--- src/rtl/tmds_seq_pkg.sv ---
// Shared types and defaults for the TMDS clock-tree power-up sequencer.
package tmds_seq_pkg;

  // Sequencer states, in bring-up order; StFault is off the main path.
  typedef enum logic [2:0] {
    StIdle,
    StPllRst,
    StWaitLock,
    StStable,
    StRelDiv,
    StRelSer,
    StRun,
    StFault
  } seq_state_e;

  localparam int unsigned DefPllRstCycles    = 32;
  localparam int unsigned DefLockTimeoutCyc  = 65536;
  localparam int unsigned DefLockStableCyc   = 1024;
  localparam int unsigned DefStageGapCycles  = 16;
  localparam int unsigned DefMaxRetries      = 3;

  localparam int unsigned RetryW = 4;

  function automatic int unsigned max_u(input int unsigned a, input int unsigned b);
    return (a > b) ? a : b;
  endfunction

endpackage

--- src/rtl/lock_sync.sv ---
// Two-flop synchronizer bringing the asynchronous PLL LOCK into the board clock domain.
module lock_sync (
  input  logic clk_i,
  input  logic reset_i,
  input  logic async_i,
  output logic sync_o
);

  logic meta_q;
  logic sync_q;

  // Shift the asynchronous level through two flops; both clear on reset.
  always_ff @(posedge clk_i) begin
    if (reset_i) begin
      meta_q <= 1'b0;
      sync_q <= 1'b0;
    end else begin
      meta_q <= async_i;
      sync_q <= meta_q;
    end
  end

  assign sync_o = sync_q;

endmodule

--- src/rtl/tmds_clk_sequencer.sv ---
// Power-up and recovery sequencer for the DVI TX clock tree: drives PLL reset,
// qualifies lock, then releases CLKDIV, serializer and pixel resets in order.
module tmds_clk_sequencer
  import tmds_seq_pkg::*;
#(
  parameter int unsigned PLL_RST_CYCLES      = DefPllRstCycles,
  parameter int unsigned LOCK_TIMEOUT_CYCLES = DefLockTimeoutCyc,
  parameter int unsigned LOCK_STABLE_CYCLES  = DefLockStableCyc,
  parameter int unsigned STAGE_GAP_CYCLES    = DefStageGapCycles,
  parameter int unsigned MAX_RETRIES         = DefMaxRetries
) (
  input  logic              clkin,
  input  logic              reset,
  input  logic              enable,
  input  logic              pll_lock,
  output logic              pll_reset,
  output logic              clkdiv_reset,
  output logic              serdes_reset,
  output logic              pix_reset,
  output logic              ready,
  output logic              fault,
  output logic              lock_lost,
  output logic [RetryW-1:0] retry_count
);

  localparam int unsigned MaxCycles = max_u(max_u(PLL_RST_CYCLES, LOCK_TIMEOUT_CYCLES),
                                            max_u(LOCK_STABLE_CYCLES, STAGE_GAP_CYCLES));
  localparam int unsigned CntW = $clog2(MaxCycles) + 1;

  typedef logic [CntW-1:0] cnt_t;

  // Terminal counts: the counter reads N-1 on the cycle before the Nth edge in a state.
  localparam cnt_t PllRstLast  = cnt_t'(PLL_RST_CYCLES - 1);
  localparam cnt_t TimeoutLast = cnt_t'(LOCK_TIMEOUT_CYCLES - 1);
  localparam cnt_t StableLast  = cnt_t'(LOCK_STABLE_CYCLES - 1);
  localparam cnt_t GapLast     = cnt_t'(STAGE_GAP_CYCLES - 1);
  localparam cnt_t CntMax      = '1;

  localparam logic [RetryW-1:0] RetrySat   = '1;
  localparam logic [RetryW-1:0] RetryLimit = RetryW'(MAX_RETRIES);

  logic              lock_s;
  seq_state_e        state_q, state_d;
  cnt_t              cnt_q;
  logic [RetryW-1:0] retry_d, retry_inc;
  logic              lost_d;

  lock_sync u_lock_sync (
    .clk_i   (clkin),
    .reset_i (reset),
    .async_i (pll_lock),
    .sync_o  (lock_s)
  );

  assign retry_inc = (retry_count == RetrySat) ? retry_count : retry_count + RetryW'(1);

  // Next-state, retry and lock-loss decisions; disable overrides everything.
  always_comb begin
    state_d = state_q;
    retry_d = retry_count;
    lost_d  = 1'b0;
    if (!enable) begin
      state_d = StIdle;
    end else begin
      unique case (state_q)
        StIdle:     state_d = StPllRst;
        StPllRst:   if (cnt_q == PllRstLast) state_d = StWaitLock;
        StWaitLock: begin
          // Lock beats a coincident timeout.
          if (lock_s) begin
            state_d = StStable;
          end else if (cnt_q == TimeoutLast) begin
            retry_d = retry_inc;
            state_d = (retry_inc == RetryLimit) ? StFault : StPllRst;
          end
        end
        StStable: begin
          // A drop beats a coincident stable-count completion.
          if (!lock_s)                  state_d = StWaitLock;
          else if (cnt_q == StableLast) state_d = StRelDiv;
        end
        StRelDiv, StRelSer, StRun: begin
          if (!lock_s) begin
            state_d = StPllRst;
            lost_d  = 1'b1;
          end else if (state_q != StRun && cnt_q == GapLast) begin
            state_d = (state_q == StRelDiv) ? StRelSer : StRun;
          end
        end
        StFault:    state_d = StFault;
        default:    state_d = StIdle;
      endcase
    end
    if (state_d inside {StIdle, StRun}) retry_d = '0;
  end

  // State, per-state counter and outputs decoded from the next state.
  always_ff @(posedge clkin) begin
    if (reset) begin
      state_q      <= StIdle;
      cnt_q        <= '0;
      retry_count  <= '0;
      pll_reset    <= 1'b1;
      clkdiv_reset <= 1'b1;
      serdes_reset <= 1'b1;
      pix_reset    <= 1'b1;
      ready        <= 1'b0;
      fault        <= 1'b0;
      lock_lost    <= 1'b0;
    end else begin
      state_q <= state_d;
      if (state_d != state_q) begin
        cnt_q <= '0;
      end else if (cnt_q != CntMax) begin
        cnt_q <= cnt_q + cnt_t'(1);
      end
      retry_count  <= retry_d;
      pll_reset    <= state_d inside {StIdle, StPllRst, StFault};
      clkdiv_reset <= !(state_d inside {StRelDiv, StRelSer, StRun});
      serdes_reset <= !(state_d inside {StRelSer, StRun});
      pix_reset    <= (state_d != StRun);
      ready        <= (state_d == StRun);
      fault        <= (state_d == StFault);
      lock_lost    <= lost_d;
    end
  end

endmodule

--- config.mk ---
export PLATFORM = sky130hd
export DESIGN_NAME = tmds_clk_sequencer
export DESIGN_NICKNAME = d
export VERILOG_FILES = /design/src/rtl/tmds_seq_pkg.sv /design/src/rtl/lock_sync.sv /design/src/rtl/tmds_clk_sequencer.sv
export SDC_FILE = /design/constraint.sdc
export NUM_CORES = 1
export LEC_CHECK = 0
export CAP_MARGIN = 20
export CORE_MARGIN = 2
export CORE_UTILIZATION = 62
export DETAILED_ROUTE_END_ITERATION = 16
export MAX_ROUTING_LAYER = met4
export PLACE_DENSITY = 0.87
export SLEW_MARGIN = 25
export SYNTH_ARGS = -nofsm -noshare
export SYNTH_HDL_FRONTEND = slang
export SYNTH_SLANG_ARGS = --single-unit
--- constraint.sdc ---
create_clock -name clkin -period 5.35 [get_ports clkin]
set_clock_uncertainty 0.1 [all_clocks]
set_input_delay 1.605 -clock clkin [delete_from_list [all_inputs] [get_ports clkin]]
set_output_delay 1.605 -clock clkin [all_outputs]
set_load 0.01 [all_outputs]
==> impl_metrics.tcl <==
set metrics [dict create \
    outcome "completed" \
    p_leak_nw 0.7585 \
    cts_sinks 33 \
    holdPathStages 1 \
    postLayoutCellArea_um2 2168 \
    required_ns 5.48 \
    viasPerCell 6.028 \
    power_density_nw_per_um2 190.9 \
    vias 1748 \
    async_reset_ff_frac 0 \
    layout-drive-gt1-share 0.08537 \
    grt_max_degree 20 \
    internal_power_w 0.0003041 \
    htree_levels 2 \
    cts_buffer_depth 2 \
    cp-end-kind "flop" \
    synth_area_per_cell_um2 8.282 \
    clk_pin_slew_worst_paths_ns 0.12 \
    clock_tree.root_cell "clkbuf_4" \
    synth_ff_type "dfxtp_1" \
    mostFrequentLayoutCells "dfxtp_1, nand2_1, nand3_1, nor4_1, clkdlybuf4s50_1" \
    pwr-share-comb 0.046 \
    cts_repair_resize_count 0 \
    crit_fanout 11 \
    grt_overflow_total 0 \
    row_count 20 \
    critical_path.startpoint_type "input pin" \
    postRouteAntennaNets 0 \
    setup_viol 0 \
    final_common_cell "dfxtp_1" \
    layoutNonFillerInstCount 290 \
    synth.net_count 247 \
    core_um2 3053 \
    cts_hold_buf 0 \
    dieArea_um2 3660 \
    grt_pass1_vias 1602 \
    maxSlewHeadroom 0.4976 \
    synth_warnings 0 \
    diodes 0 \
    drt-pass1-iter-count 4 \
    final_nets 253 \
    worstReg2RegEnd "retry_count[0]$_SDFFE_PP0P_" \
    synth_enable_flop_cells 0 \
    finalHoldViolations 0 \
    die_x_um 60.50 \
    place.gp.congestion 0.9213 \
    tns_ns 0 \
    worstReg2RegStart "cnt_q[6]$_SDFFE_PP0P_" \
    synth_area_um2 1979 \
    clkLatencyLatePin_ns 0.35 \
    drtIter0Drc 110 \
    arrival_ns 3.28 \
    switchingPower_w 0.0001099 \
    whs_ns 0.3380 \
    worstHoldStart "u_lock_sync.meta_q$_SDFF_PP0_" \
    ys_seq_area_frac 0.3338 \
    crit_type "input pin to flop" \
    area_delta_synth_final_pct 9.545 \
    die_y_um 60.50 \
    max_freq_mhz 317.8 \
    synth.distinct_cells 55 \
    ios 15 \
    ir_worst_vdd_mv 0.1829 \
    grt_usage 0.2666 \
    grt_pass1_wl_um 7107 \
    numCtsBuffers 5 \
    fin_crit_ns 3.147 \
    p_seq_frac 0.606 \
    ys_seq_elements 33 \
    hold_path.class "flop to flop" \
    worst_r2r_path_depth 9 \
    drv_cap 0 \
    postCtsSetupRepairBufs 0 \
    io_buffers 14 \
    rsz0062_at_grt "false" \
    clkPwrFrac 0.347 \
    place_hpwl_um 2884 \
    drt-total-wl_um 4148 \
    numPlacedInstances 282 \
    initial_utilization 0.6484 \
    dpl_cell_area_um2 2108 \
    reg2reg_slack_ns 2.26 \
    total_power_w 0.0004140 \
    min_period_over_period 0.5882 \
    antenna_found_initial 0 \
    syn_inst 239 \
    worstMarginPinSlew_ns 0.7491 \
    cts_tree "built" \
    report.final.slew_viol_count 0 \
    drc 0 \
    hold_end "u_lock_sync.sync_o$_SDFF_PP0_" \
    wl_per_cell_um 14.30 \
    p_sw_frac 0.2655 \
]
==> routing by layer <==
| layer | vias to the layer above | global-route usage | part of all wire |
|---|---|---|---|
| met5 | - | - | 0 |
| met4 | 0 | 0.06832 | 0.0082 |
| met3 | 5 | 0.07463 | 0.047 |
| met2 | 46 | 0.4534 | 0.50 |
| met1 | 805 | 0.3109 | 0.45 |
| li1 | 892 | - | - |
==> power by group through the flow <==
stage | registers (W) | logic [W] | clock network [W]
floorplan | 0.000254 | 0.0000148 | 0
global placement | 0.000257 | 0.0000186 | 0
detailed placement | 0.000256 | 0.0000188 | 0
CTS | 0.000251 | 0.0000189 | 0.000147
global route | 0.000252 | 0.0000217 | 0.000156
finish | 0.000251 | 0.0000192 | 0.000144
==> synth_stat cells, types with 2 or more instances <==
cell,count,share of area
nand3_1,16,0.040
a211oi_1,4,0.015
or4_1,3,0.011
nand4_1,7,0.022
ha_1,4,0.025
nand2_1,22,0.042
nor4_1,16,0.051
xnor2_1,10,0.044
mux2i_1,4,0.020
nor4b_1,4,0.018
and4_1,2,0.0089
clkbuf_1,9,0.017
nand2b_1,5,0.016
and3_1,5,0.016
o21ai_0,5,0.013
nor2b_1,7,0.022
o31ai_1,3,0.011
dfxtp_1,33,0.33
o211ai_1,3,0.011
a31oi_1,3,0.0095
buf_2,5,0.013
nor3_1,13,0.033
nor2_1,11,0.021
xor2_1,8,0.035
inv_1,7,0.013
==> per-stage QoR <==
step                      setup WS (ns)    util
after floorplan                   2.523       -
after global placement            1.880  0.6906
after detailed placement          1.815  0.6906
after CTS                         2.184  0.7086
after global routing              2.086  0.7102
final                             2.203  0.7102
==> cells by family (layout without fill, tap and decap cells) <==
logic type	count (synthesis)	count (layout)	synth area share
AOI/OAI and AO/OA	27	27	0.09545
xor gates and xnor gates	18	18	0.07965
adders and majority gates	4	4	0.02529
buffers and inverters	24	31	0.05246
DFF	33	33	0.3338
muxes	5	5	0.02592
and+or+nand+nor	128	128	0.3875
==> area by class of cell <==
type / count / area [um^2]
multi-input combinational: 182 / 1220
inverter: 8 / 30.03
timing repair buffer: 15 / 147.6
tap: 44 / 55.05
fill: 268 / 884.6
sequential: 33 / 660.6
clock buffer: 5 / 37.54
clock inverter: 3 / 17.52
==> worst max path at each step <==
stage | startpoint | end | depth (start not counted)
2_1_floorplan | enable | retry_count[0]$_SDFFE_PP0P_ | 6
3_3_place_gp | enable | pix_reset$_SDFF_PP1_ | 6
3_5_place_dp | enable | pix_reset$_SDFF_PP1_ | 6
4_1_cts | enable | pix_reset$_SDFF_PP1_ | 6
5_1_grt | enable | retry_count[0]$_SDFFE_PP0P_ | 6
6_report | enable | pix_reset$_SDFF_PP1_ | 6
==> sequential cells by signal, indices dropped and copies added, names as in the netlist <==
signal	flops
ready	1
u_lock_sync.sync_o	1
fault	1
pix_reset	1
pll_reset	1
lock_lost	1
serdes_reset	1
retry_count	4
cnt_q	17
u_lock_sync.meta_q	1
state_q	3
clkdiv_reset	1
==> critical path, cell delays in order <==
cell and delay [ns]:
clkdlybuf4s50_1 0.51, inv_1 0.09, nor2_1 0.23, o31ai_2 0.22, a21o_1 0.25, or3_4 0.38
Note: power is estimated with default switching activity, not from simulation.
